===== src/rtl/uart_rx_pkg.sv =====
// uart_rx_pkg
//   Shared definitions for the UART receiver slice: FSM state encoding,
//   the legal oversampling ratios and the fallback ratio, plus a helper
//   that maps any requested ratio onto a legal one.
//   No ports (package).
package uart_rx_pkg;

  typedef enum logic [2:0] {
    ST_IDLE,
    ST_START,
    ST_DATA,
    ST_PARITY,
    ST_STOP
  } state_t;

  localparam logic [5:0] PRESCALE_8       = 6'd8;
  localparam logic [5:0] PRESCALE_16      = 6'd16;
  localparam logic [5:0] PRESCALE_32      = 6'd32;
  localparam logic [5:0] PRESCALE_DEFAULT = PRESCALE_16;

  // Anything other than 8/16/32 would put the sample points at odd places
  // inside a bit, so unsupported ratios fall back to 16.
  function automatic logic [5:0] legal_prescale(input logic [5:0] p);
    if (p == PRESCALE_8 || p == PRESCALE_16 || p == PRESCALE_32)
      return p;
    return PRESCALE_DEFAULT;
  endfunction

endpackage


===== src/rtl/uart_rx_sampler.sv =====
// uart_rx_sampler
//   Per-bit timing for the UART receiver: an edge counter that walks
//   0..prescale-1 across every bit, a payload bit counter, and the
//   three-point majority vote around the middle of each bit.
// Ports:
//   clk           rising-edge clock
//   rst           synchronous active-high reset
//   run           counting enabled (receiver is inside a frame)
//   data_phase    receiver is shifting payload bits
//   rx            serial line after optional synchronisation
//   prescale      latched, already-legal oversampling ratio
//   sample_tick   high on the third sample point (count P/2+1)
//   bit_end       high on the last edge of a bit (count P-1)
//   last_data_bit high while the final payload bit is in progress
//   bit_val       majority of the three samples (valid with sample_tick)
module uart_rx_sampler #(
  parameter int DATA_WIDTH = 8
) (
  input  logic       clk,
  input  logic       rst,
  input  logic       run,
  input  logic       data_phase,
  input  logic       rx,
  input  logic [5:0] prescale,
  output logic       sample_tick,
  output logic       bit_end,
  output logic       last_data_bit,
  output logic       bit_val
);
  import uart_rx_pkg::*;

  localparam int BW = (DATA_WIDTH > 1) ? $clog2(DATA_WIDTH) : 1;

  logic [5:0]    edge_cnt;
  logic [BW-1:0] bit_cnt;
  logic          samp_lo;
  logic          samp_mid;
  logic [5:0]    half;

  assign half = prescale >> 1;

  // The edge counter idles at 0, so the cycle in which the start bit is
  // first seen already counts as edge 0 of that bit; this keeps frames
  // aligned to the line with no per-frame drift.
  always_ff @(posedge clk) begin
    if (rst) begin
      edge_cnt <= '0;
      samp_lo  <= 1'b0;
      samp_mid <= 1'b0;
    end else if (!run) begin
      edge_cnt <= '0;
    end else begin
      if (edge_cnt == prescale - 6'd1)
        edge_cnt <= '0;
      else
        edge_cnt <= edge_cnt + 6'd1;
      if (edge_cnt == half - 6'd1)
        samp_lo <= rx;
      if (edge_cnt == half)
        samp_mid <= rx;
    end
  end

  always_ff @(posedge clk) begin
    if (rst) begin
      bit_cnt <= '0;
    end else if (!data_phase) begin
      bit_cnt <= '0;
    end else if (bit_end) begin
      if (last_data_bit)
        bit_cnt <= '0;
      else
        bit_cnt <= bit_cnt + 1'b1;
    end
  end

  assign sample_tick   = run && (edge_cnt == half + 6'd1);
  assign bit_end       = run && (edge_cnt == prescale - 6'd1);
  assign last_data_bit = data_phase && (bit_cnt == BW'(DATA_WIDTH - 1));

  // Third sample is the live line value, so the vote is ready on the
  // P/2+1 edge itself and the FSM can register its result there.
  assign bit_val = (samp_lo & samp_mid) | (samp_lo & rx) | (samp_mid & rx);

endmodule


===== src/rtl/uart_rx_core.sv =====
// uart_rx_core
//   UART receiver: start-bit detection, LSB-first payload, optional
//   even/odd parity and stop-bit check, with one-cycle result pulses.
//   Optional feature macro: UART_RX_SYNC_EN -- when defined, RX_IN passes
//   through a two-flop synchroniser (2 cycles extra latency); otherwise
//   RX_IN is assumed synchronous to clk.
// Ports:
//   clk         rising-edge clock
//   rst         synchronous active-high reset
//   RX_IN       serial line, idles high
//   Prescale    clk cycles per bit (8, 16 or 32; others act as 16)
//   PAR_EN      parity bit follows the payload when 1
//   PAR_TYP     0 = even parity, 1 = odd parity
//   P_DATA      last good received word
//   data_valid  one-cycle pulse when P_DATA takes a new good word
//   par_err     one-cycle pulse on parity mismatch
//   stp_err     one-cycle pulse when the stop bit samples low
module uart_rx_core #(
  parameter int DATA_WIDTH = 8
) (
  input  logic                  clk,
  input  logic                  rst,
  input  logic                  RX_IN,
  input  logic [5:0]            Prescale,
  input  logic                  PAR_EN,
  input  logic                  PAR_TYP,
  output logic [DATA_WIDTH-1:0] P_DATA,
  output logic                  data_valid,
  output logic                  par_err,
  output logic                  stp_err
);
  import uart_rx_pkg::*;

  state_t                state;
  logic                  rx;
  logic [5:0]            prescale_q;
  logic                  par_en_q;
  logic                  par_typ_q;
  logic [DATA_WIDTH-1:0] shift_reg;
  logic                  start_bit_q;
  logic                  par_bit_q;
  logic                  par_bad;
  logic                  run;
  logic                  data_phase;
  logic                  sample_tick;
  logic                  bit_end;
  logic                  last_data_bit;
  logic                  bit_val;

`ifdef UART_RX_SYNC_EN
  logic sync_ff1;
  logic sync_ff2;

  // Flops reset to 1 so a reset never looks like a start bit.
  always_ff @(posedge clk) begin
    if (rst) begin
      sync_ff1 <= 1'b1;
      sync_ff2 <= 1'b1;
    end else begin
      sync_ff1 <= RX_IN;
      sync_ff2 <= sync_ff1;
    end
  end

  assign rx = sync_ff2;
`else
  assign rx = RX_IN;
`endif

  // Counting starts in the very cycle the low line is noticed in IDLE.
  assign run        = (state != ST_IDLE) || !rx;
  assign data_phase = (state == ST_DATA);
  assign par_bad    = ((^shift_reg) ^ par_typ_q) != par_bit_q;

  uart_rx_sampler #(
    .DATA_WIDTH(DATA_WIDTH)
  ) u_sampler (
    .clk          (clk),
    .rst          (rst),
    .run          (run),
    .data_phase   (data_phase),
    .rx           (rx),
    .prescale     (prescale_q),
    .sample_tick  (sample_tick),
    .bit_end      (bit_end),
    .last_data_bit(last_data_bit),
    .bit_val      (bit_val)
  );

  // Receiver FSM with registered result pulses. Configuration is captured
  // once per frame so mid-frame changes on the inputs are ignored.
  always_ff @(posedge clk) begin
    if (rst) begin
      state       <= ST_IDLE;
      prescale_q  <= PRESCALE_DEFAULT;
      par_en_q    <= 1'b0;
      par_typ_q   <= 1'b0;
      shift_reg   <= '0;
      start_bit_q <= 1'b0;
      par_bit_q   <= 1'b0;
      P_DATA      <= '0;
      data_valid  <= 1'b0;
      par_err     <= 1'b0;
      stp_err     <= 1'b0;
    end else begin
      data_valid <= 1'b0;
      par_err    <= 1'b0;
      stp_err    <= 1'b0;
      case (state)
        ST_IDLE: begin
          if (!rx) begin
            state      <= ST_START;
            prescale_q <= legal_prescale(Prescale);
            par_en_q   <= PAR_EN;
            par_typ_q  <= PAR_TYP;
          end
        end
        ST_START: begin
          if (sample_tick)
            start_bit_q <= bit_val;
          // A start bit that votes high was a glitch: drop it silently.
          if (bit_end)
            state <= start_bit_q ? ST_IDLE : ST_DATA;
        end
        ST_DATA: begin
          if (sample_tick)
            shift_reg <= {bit_val, shift_reg[DATA_WIDTH-1:1]};
          if (bit_end && last_data_bit)
            state <= par_en_q ? ST_PARITY : ST_STOP;
        end
        ST_PARITY: begin
          if (sample_tick)
            par_bit_q <= bit_val;
          if (bit_end)
            state <= ST_STOP;
        end
        ST_STOP: begin
          // Exactly one verdict per frame; a bad stop bit outranks parity.
          if (sample_tick) begin
            if (!bit_val) begin
              stp_err <= 1'b1;
            end else if (par_en_q && par_bad) begin
              par_err <= 1'b1;
            end else begin
              data_valid <= 1'b1;
              P_DATA     <= shift_reg;
            end
          end
          // Leave on the last edge so a back-to-back start is seen next cycle.
          if (bit_end)
            state <= ST_IDLE;
        end
        default: state <= ST_IDLE;
      endcase
    end
  end

endmodule


===== config.mk =====
export PLATFORM = sky130hd
export DESIGN_NAME = uart_rx_core
export DESIGN_NICKNAME = d
export VERILOG_FILES = /design/src/rtl/uart_rx_pkg.sv /design/src/rtl/uart_rx_sampler.sv /design/src/rtl/uart_rx_core.sv
export SDC_FILE = /design/constraint.sdc
export NUM_CORES = 1
export LEC_CHECK = 0
export BUFFER_PORTS_ARGS = -buffer_cell sky130_fd_sc_hd__clkbuf_2
export CAP_MARGIN = 30
export CORE_ASPECT_RATIO = 0.6
export CORE_MARGIN = 5
export CORE_UTILIZATION = 53
export DETAILED_ROUTE_END_ITERATION = 8
export HOLD_SLACK_MARGIN = 0.15
export PLACE_DENSITY_LB_ADDON = 0.25
export SYNTH_ARGS = -nofsm -noshare
export SYNTH_HDL_FRONTEND = slang
export SYNTH_HIERARCHICAL = 1
export SYNTH_SLANG_ARGS = --single-unit

===== constraint.sdc =====
create_clock -name clk -period 2.5 [get_ports clk]
set_input_delay 0.375 -clock clk [delete_from_list [all_inputs] [get_ports clk]]
set_output_delay 0.375 -clock clk [all_outputs]
set_load 0.03 [all_outputs]

==> results of run 1 <==
critical path, cell delays in order, from the launching register on:
cell,delay (ns)
dfxtp_4,0.37
inv_6,0.04
ha_4,0.15
nor3b_4,0.15
a21o_1,0.19
a211oi_2,0.24
nand2_2,0.11
inv_4,0.10
nor4b_4,0.05
or3_4,0.37
buf_4,0.15
a211o_1,0.28
a211oi_2,0.19
cell type report:
type | count | area [µm²] | area share, %
Clock inverter | 3 | 43.8 | 1.45
Timing Repair Buffer | 49 | 340 | 11.2
Clock buffer | 5 | 68.8 | 2.27
Multi-Input combinational cell | 201 | 1590 | 52.4
Inverter | 8 | 40.0 | 1.32
Tap cell | 63 | 78.8 | 2.60
Sequential cell | 43 | 870 | 28.7
worst min path at each step:
stage	from	endpoint	slack, ns
after floorplan	prescale_q[4]	prescale_q[4]	0.44
after global placement	u_sampler/bit_cnt[1]	u_sampler/bit_cnt[1]	0.45
after detailed placement	P_DATA[1]	P_DATA[1]	0.46
after CTS	PAR_EN	par_en_q	0.30
after global routing	PAR_EN	par_en_q	0.31
final	PAR_EN	par_en_q	0.30
cell families after synthesis:
logic type	Yosys count
AO/OA/AOI/OAI	22
XOR/XNOR	32
adder cells (fa/ha/maj)	8
buffers and inverters	22
flip-flops	43
multiplexers	24
AND/OR/NAND/NOR	115
metal layers:
| layer | up-vias | GRT usage, % | part of all wire [%] |
|---|---|---|---|
| met4 | 0 | 4.60 | 0.94 |
| met3 | 7 | 4.41 | 5.4 |
| met1 | 911 | 27.2 | 51 |
| met2 | 43 | 24.6 | 43 |
| li1 | 987 | - | - |
| met5 | - | 0 | 0 |
stage by stage:
step	area (µm²)	utilization [%]
2_1_floorplan	2520	-
3_3_place_gp	2810	61.5
3_5_place_dp	2810	61.5
4_1_cts	2940	64.4
5_1_grt	3030	66.4
6_report	3030	66.4
power groups by stage:
stage / combinational, W / clock [W] / sequential (W)
floorplan: 0.000357 / 0 / 0.000766
global placement: 0.000472 / 0 / 0.000774
detailed placement: 0.000477 / 0 / 0.000775
CTS: 0.000483 / 0.000561 / 0.000759
global route: 0.000586 / 0.000592 / 0.000765
finish: 0.000531 / 0.000550 / 0.000761
placed cells by master, fill, tap and decap left out, types with 4 or more instances in the layout:
cell,netlist,final
dfxtp_1,43,40
buf_4,1,26
mux2i_1,24,24
nand2_1,23,23
nand2b_1,21,21
clkbuf_2,0,21
nor2_1,19,19
xnor2_1,14,14
xor2_1,13,12
a21oi_1,8,8
nand3_1,10,8
nor3_2,6,6
nor3_1,5,5
and2_1,5,5
inv_1,7,5
clkbuf_8,0,5
xnor2_2,4,4
nor2b_1,4,4
nand3b_1,4,4
ha_1,7,4
synth_stat cells, drive strengths merged, types with 2 or more instances:
master and instances:
and2 5, nor2 19, nand2b 21, a21oi 9, inv 8, dfxtp 43
ha 7, dlygate4sd1 2, nor3 11, clkbuf 5, a211oi 3, buf 7
mux2i 24, nor2b 4, nor4b 2, nor3b 4, xnor2 18, nand2 24
nand3b 4, xor2 13, and3 2, nor4 3, nand3 10
repair_timing:
action / in CTS / in global routing
setup endpoints to repair: 1 / 19
resized for setup: 2 / 12
pin swaps: 3 / 6
setup buffers: 1 / 4
==> flow_summary.ini, run 1 <==
[setup_path]
crit_arrival_ns = 2.69
crit_fanout = 3
r2r_end = state[0]
crit_type = reg -> reg
cp.required_ns = 2.72
worstSetupEndpointType = flip-flop
r2r_cells = 12
cp-start-kind = flip-flop
timing.rr.start = prescale_q[1]
r2r_slack_ns = 0.03
crit_end = state[0]
startpoint = prescale_q[1]

[routing]
wl_per_cell_um = 14.5
dr.first_iter.drc_count = 90
finalWirelength_um = 5410
drcViolationCount = 0
firstDrtPassIters = 4
vias = 1948
avgViaCountPerCell = 5.24
ant_nets = 0

[power_and_ir_drop]
total_power_w = 0.00184
clkPwrFrac_pct = 29.9
vdd_drop_max_mv = 0.500
intPower_w = 0.00126
power.share.combinational_pct = 28.8
p_sw_share_pct = 31.7
pwr-share-seq_pct = 41.3
p_leak_nw = 1.19
power.switching_w = 0.000584
power_density_nw_per_um2 = 608

[yosys]
ys_ff_latch = 43
dominantRegCellSynth = dfxtp_1
synth_compound_area_share_pct = 7.10
yosys_warnings = 6
synthesis.area_um2 = 2500
synth_area_per_cell_um2 = 9.40
synth-edff-count = 0
ys_types = 53
synthSimpleGateAreaFrac_pct = 27.1
syn_nets = 284
yosysTopAreaCell = dfxtp_1
synth_top_area_share_pct = 34.4
synthMuxAreaShare_pct = 9.60
synth_area_leaders = dfxtp_1 (34%), mux2i_1 (9.6%), nand2b_1 (5.3%)
synthAdderAreaFrac_pct = 3.90
synth.yosys.seq_area_share_pct = 34.4
synth_xor_area_share_pct = 13.0
synth_top_family_by_area = simple AND/OR/NAND/NOR gates
async_reset_ff_share_pct = 0
syn-instance-count = 266

[cells_and_area]
nFillCells = 373
fin_cells = 372
area_growth_pct = 21.1
finalNetCount = 326
drive_gt1_share_pct = 29.4
diodes = 0

[global_route]
grt_pass1_wl_um = 9000
grt_max_degree = 23
grt-ovfl-total = 0
first_global_vias = 1811
antenna_found_initial = 0
grt_usage_pct = 17.8

[worst_hold_path]
min_path_cells = 3
hold_class = in -> reg

[sta]
final-hold-violation-count = 0
grt_setup_unrepaired = yes
drv_slew = 0
max_freq_ghz = 0.405
min_period_over_period_pct = 98.8
tightest_slew_ns = 0.679
relSlewSlack_pct = 54.3
skew_ns = 0.00671
final.setup.tns_ns = 0
holdWs_ns = 0.302
setup_violations = 0
fin_crit_ns = 2.47
setup_slack_ns = 0.0306

[floorplan]
rows = 19
io_pins = 22
core_um2 = 4560
die_w_um = 98.7
initial_core_util_pct = 54.8
die_h_um = 63.2
dieArea_um2 = 6240

[placement]
placed_cells = 359
io_buffers = 21
routabilityCongestion = 0.807
dpl.hpwl_um = 3850
preCtsSetupSlack_ns = -0.0150

[clock_tree]
cts_tree = built
cts_buffer_depth = 2
cts_hold_repair.buffers = 0
clock_tree.root_cell = clkbuf_8
cts_sinks = 43
cts_buffers = 5
cts.reportedPaths.clkPinSlew_ns = 0.09
cts.htree.levels = 2
clkLatencyLatePin_ns = 0.30

[outcome]
run_status = complete, no violations

[job]
maxCapViolations = 0
(Power assumes the default switching activity.)
==> run 2, diff against run 1 <==
Settings changed: CORE_UTILIZATION 53 to 58, SYNTH_HIERARCHICAL 1 to unset, TNS_END_PERCENT set to 50.
Clock period 2.5 ns to 2.3 ns, I/O delays scaled along.
==> run 2 against run 1 <==
Effect of this change: power down 6.2%; synthesized cell count down 0.38%; cell count down 8.6%; count of clock-buffer cells in the layout up 1; sequential share of layout area up 3.6 points; clock power down 15%; first-iteration DRC count up 110%; non-clock buffer count down 11; global-route usage up 2.6 points; sequential cell count unchanged; sequential power up 6.4%.
==> flow_summary.ini, run 2 <==
[clock_tree]
cts_hold_repair.buffers = 0
cts_setup_buffers = 0
cts_buffers = 5
cts.htree.levels = 2
cts_tree = built
clock_tree.root_cell = clkbuf_8
clkLatencyLatePin_ns = 0.29
cts_sinks = 43
cts.reportedPaths.clkPinSlew_ns = 0.08
cts_buffer_depth = 2

[global_route]
grt_pass1_wl_um = 8630
grt_usage_pct = 20.4
antenna_found_initial = 0
grt_max_degree = 19
busiest_layer = met1
use_met1_pct = 32.3
met3_usage_pct = 5.71
grtUsageMet2_pct = 26.4
first_global_vias = 1719
grt-ovfl-total = 0

[setup_path]
r2r_cells = 7
r2r_end = data_valid
cp-start-kind = flip-flop
crit_path_top_delay_cell = or4_4
path_cells = inv_2, ha_4, xnor2_2, nand3_2, or3_1, or4_4, nor3b_2
crit_type = reg -> reg
crit_arrival_ns = 2.39
crit_end = data_valid
critPathMaxStageDelay_ns = 0.52
crit_fanout = 6
r2r_slack_ns = 0.14
startpoint = prescale_q[1]
timing.rr.start = prescale_q[1]
cp.required_ns = 2.53
worstSetupEndpointType = flip-flop

[floorplan]
core_um2 = 3760
initial_core_util_pct = 61.6
die_w_um = 91.6
io_pins = 22
rows = 17
dieArea_um2 = 5400
die_h_um = 59.0

[cells_and_area]
mostFrequentLayoutCell = dfxtp_1
finalNetCount = 310
final_cell_mix = dfxtp_1 (42), nor2_1 (28), clkbuf_2 (21)
diodes = 0
nFillCells = 313
area_growth_pct = 14.9
drive_gt1_share_pct = 20.8

[routing]
vias = 1929
dr.first_iter.drc_count = 188
firstDrtPassIters = 4
drcViolationCount = 0
avgViaCountPerCell = 5.67
ant_nets = 0
finalWirelength_um = 5120
wl_per_cell_um = 15.1

[power_and_ir_drop]
p_leak_nw = 1.04
vdd_drop_max_mv = 0.313
power_density_nw_per_um2 = 648

[yosys]
dominantRegCellSynth = dfxtp_1
synth_area_leaders = dfxtp_1 (37%), mux2i_1 (7.8%), xnor2_1 (6.8%)
synth.yosys.seq_area_share_pct = 37.1
yosys_warnings = 0
syn-instance-count = 265
yosysTopAreaCell = dfxtp_1
ys_ff_latch = 43
syn_nets = 283
async_reset_ff_share_pct = 0
yosysMostFrequentCell = dfxtp_1
synth-edff-count = 0
synth_top_area_share_pct = 37.1
yosys-top-cells-count = dfxtp_1 (43), nor2_1 (28), mux2i_1 (18), xnor2_1 (18), nand2_1 (14)
synthesis.area_um2 = 2320
ys_types = 42
synth_area_per_cell_um2 = 8.75

[sta]
tightest_slew_ns = 0.500
setup_violations = 0
setup_slack_ns = 0.140
grt_setup_unrepaired = no
relSlewSlack_pct = 66.4
fin_crit_ns = 2.16
drv_slew = 0
max_freq_ghz = 0.463
final.setup.tns_ns = 0
final-hold-violation-count = 0
min_period_over_period_pct = 93.9
skew_ns = 0.00351

[outcome]
run_status = complete, no violations

[worst_hold_path]
hold_class = in -> reg

[placement]
preCtsSetupSlack_ns = 0.0903
dpl.hpwl_um = 3960
routabilityCongestion = 0.990
io_buffers = 21

[job]
maxCapViolations = 0
run 2: cell count changes after synthesis, moves of 8 or more:
cell	previous run	this run
nand2_1	23	14
nand2b_1	21	10
nand4_1	1	9
nor2_1	19	28
o21ai_0	1	11
run 2: metrics by stage:
stage	cells	instance area [µm²]	utilization (%)	power [W]	hold slack, ns
after floorplan	265	2350	-	0.00114	0.442
after global placement	332	2560	67.9	0.00127	0.454
after detailed placement	332	2560	67.9	0.00127	0.465
after CTS	340	2640	70.2	0.00174	0.278
after global routing	340	2670	70.8	0.00184	0.277
final	340	2670	70.8	0.00173	0.281
run 2: cells by family (layout without fill, tap and decap cells):
kind of cell | Yosys count | after routing | share of synthesized area [%]
xor+xnor | 32 | 32 | 12.7
mux | 18 | 18 | 7.77
buf+inv | 25 | 53 | 4.80
flops | 43 | 43 | 37.1
simple gates | 104 | 104 | 24.6
fa+ha+maj | 8 | 8 | 4.21
compound gates | 35 | 35 | 8.85
run 2: critical path, delay by kind of cell, from the launching register on:
kind	cells	cell delay (ns)
simple gates	4	1.18
flops	1	0.39
fa+ha+maj	1	0.25
xor+xnor	1	0.18
buf+inv	1	0.09
run 2: worst min path at each step:
stage / start / to / slack [ns] / cells after the start
floorplan: u_sampler.bit_cnt[1] / u_sampler.bit_cnt[1] / 0.44 / 2
global placement: u_sampler.bit_cnt[2] / u_sampler.bit_cnt[2] / 0.45 / 2
detailed placement: u_sampler.bit_cnt[1] / u_sampler.bit_cnt[1] / 0.46 / 2
CTS: PAR_TYP / par_typ_q / 0.28 / 3
global route: PAR_TYP / par_typ_q / 0.28 / 3
finish: PAR_TYP / par_typ_q / 0.28 / 3
run 2: per-layer routing:
metal  part of all wire [%]  routed length, µm
met1                     53               2720
met5                      0                  0
met4                   0.70                 36
met2                     36               1830
met3                     10                532
run 2: timing repair:
item	4_1_cts	5_1_grt
gates resized for setup	0	5
endpoints found under the hold margin	0	0
setup endpoints to repair	0	9
run 2: final cells by class:
class                           instances  area (µm²)  share of cell area, %
Clock buffer                            6        72.6                   2.72
Clock inverter                          2        12.5                  0.469
Tap cell                               47        58.8                   2.21
Timing Repair Buffer                   38         233                   8.73
Sequential cell                        43         862                   32.3
Multi-Input combinational cell        197        1400                   52.5
Inverter                                7        26.3                  0.986
run 2: power breakdown:
group / switching [W] / total (W) / internal, W
combinational: 0.000252 / 0.000450 / 0.000198
sequential: 0.0000341 / 0.000810 / 0.000776
clock: 0.000255 / 0.000468 / 0.000212
total: 0.000542 / 0.00173 / 0.00119
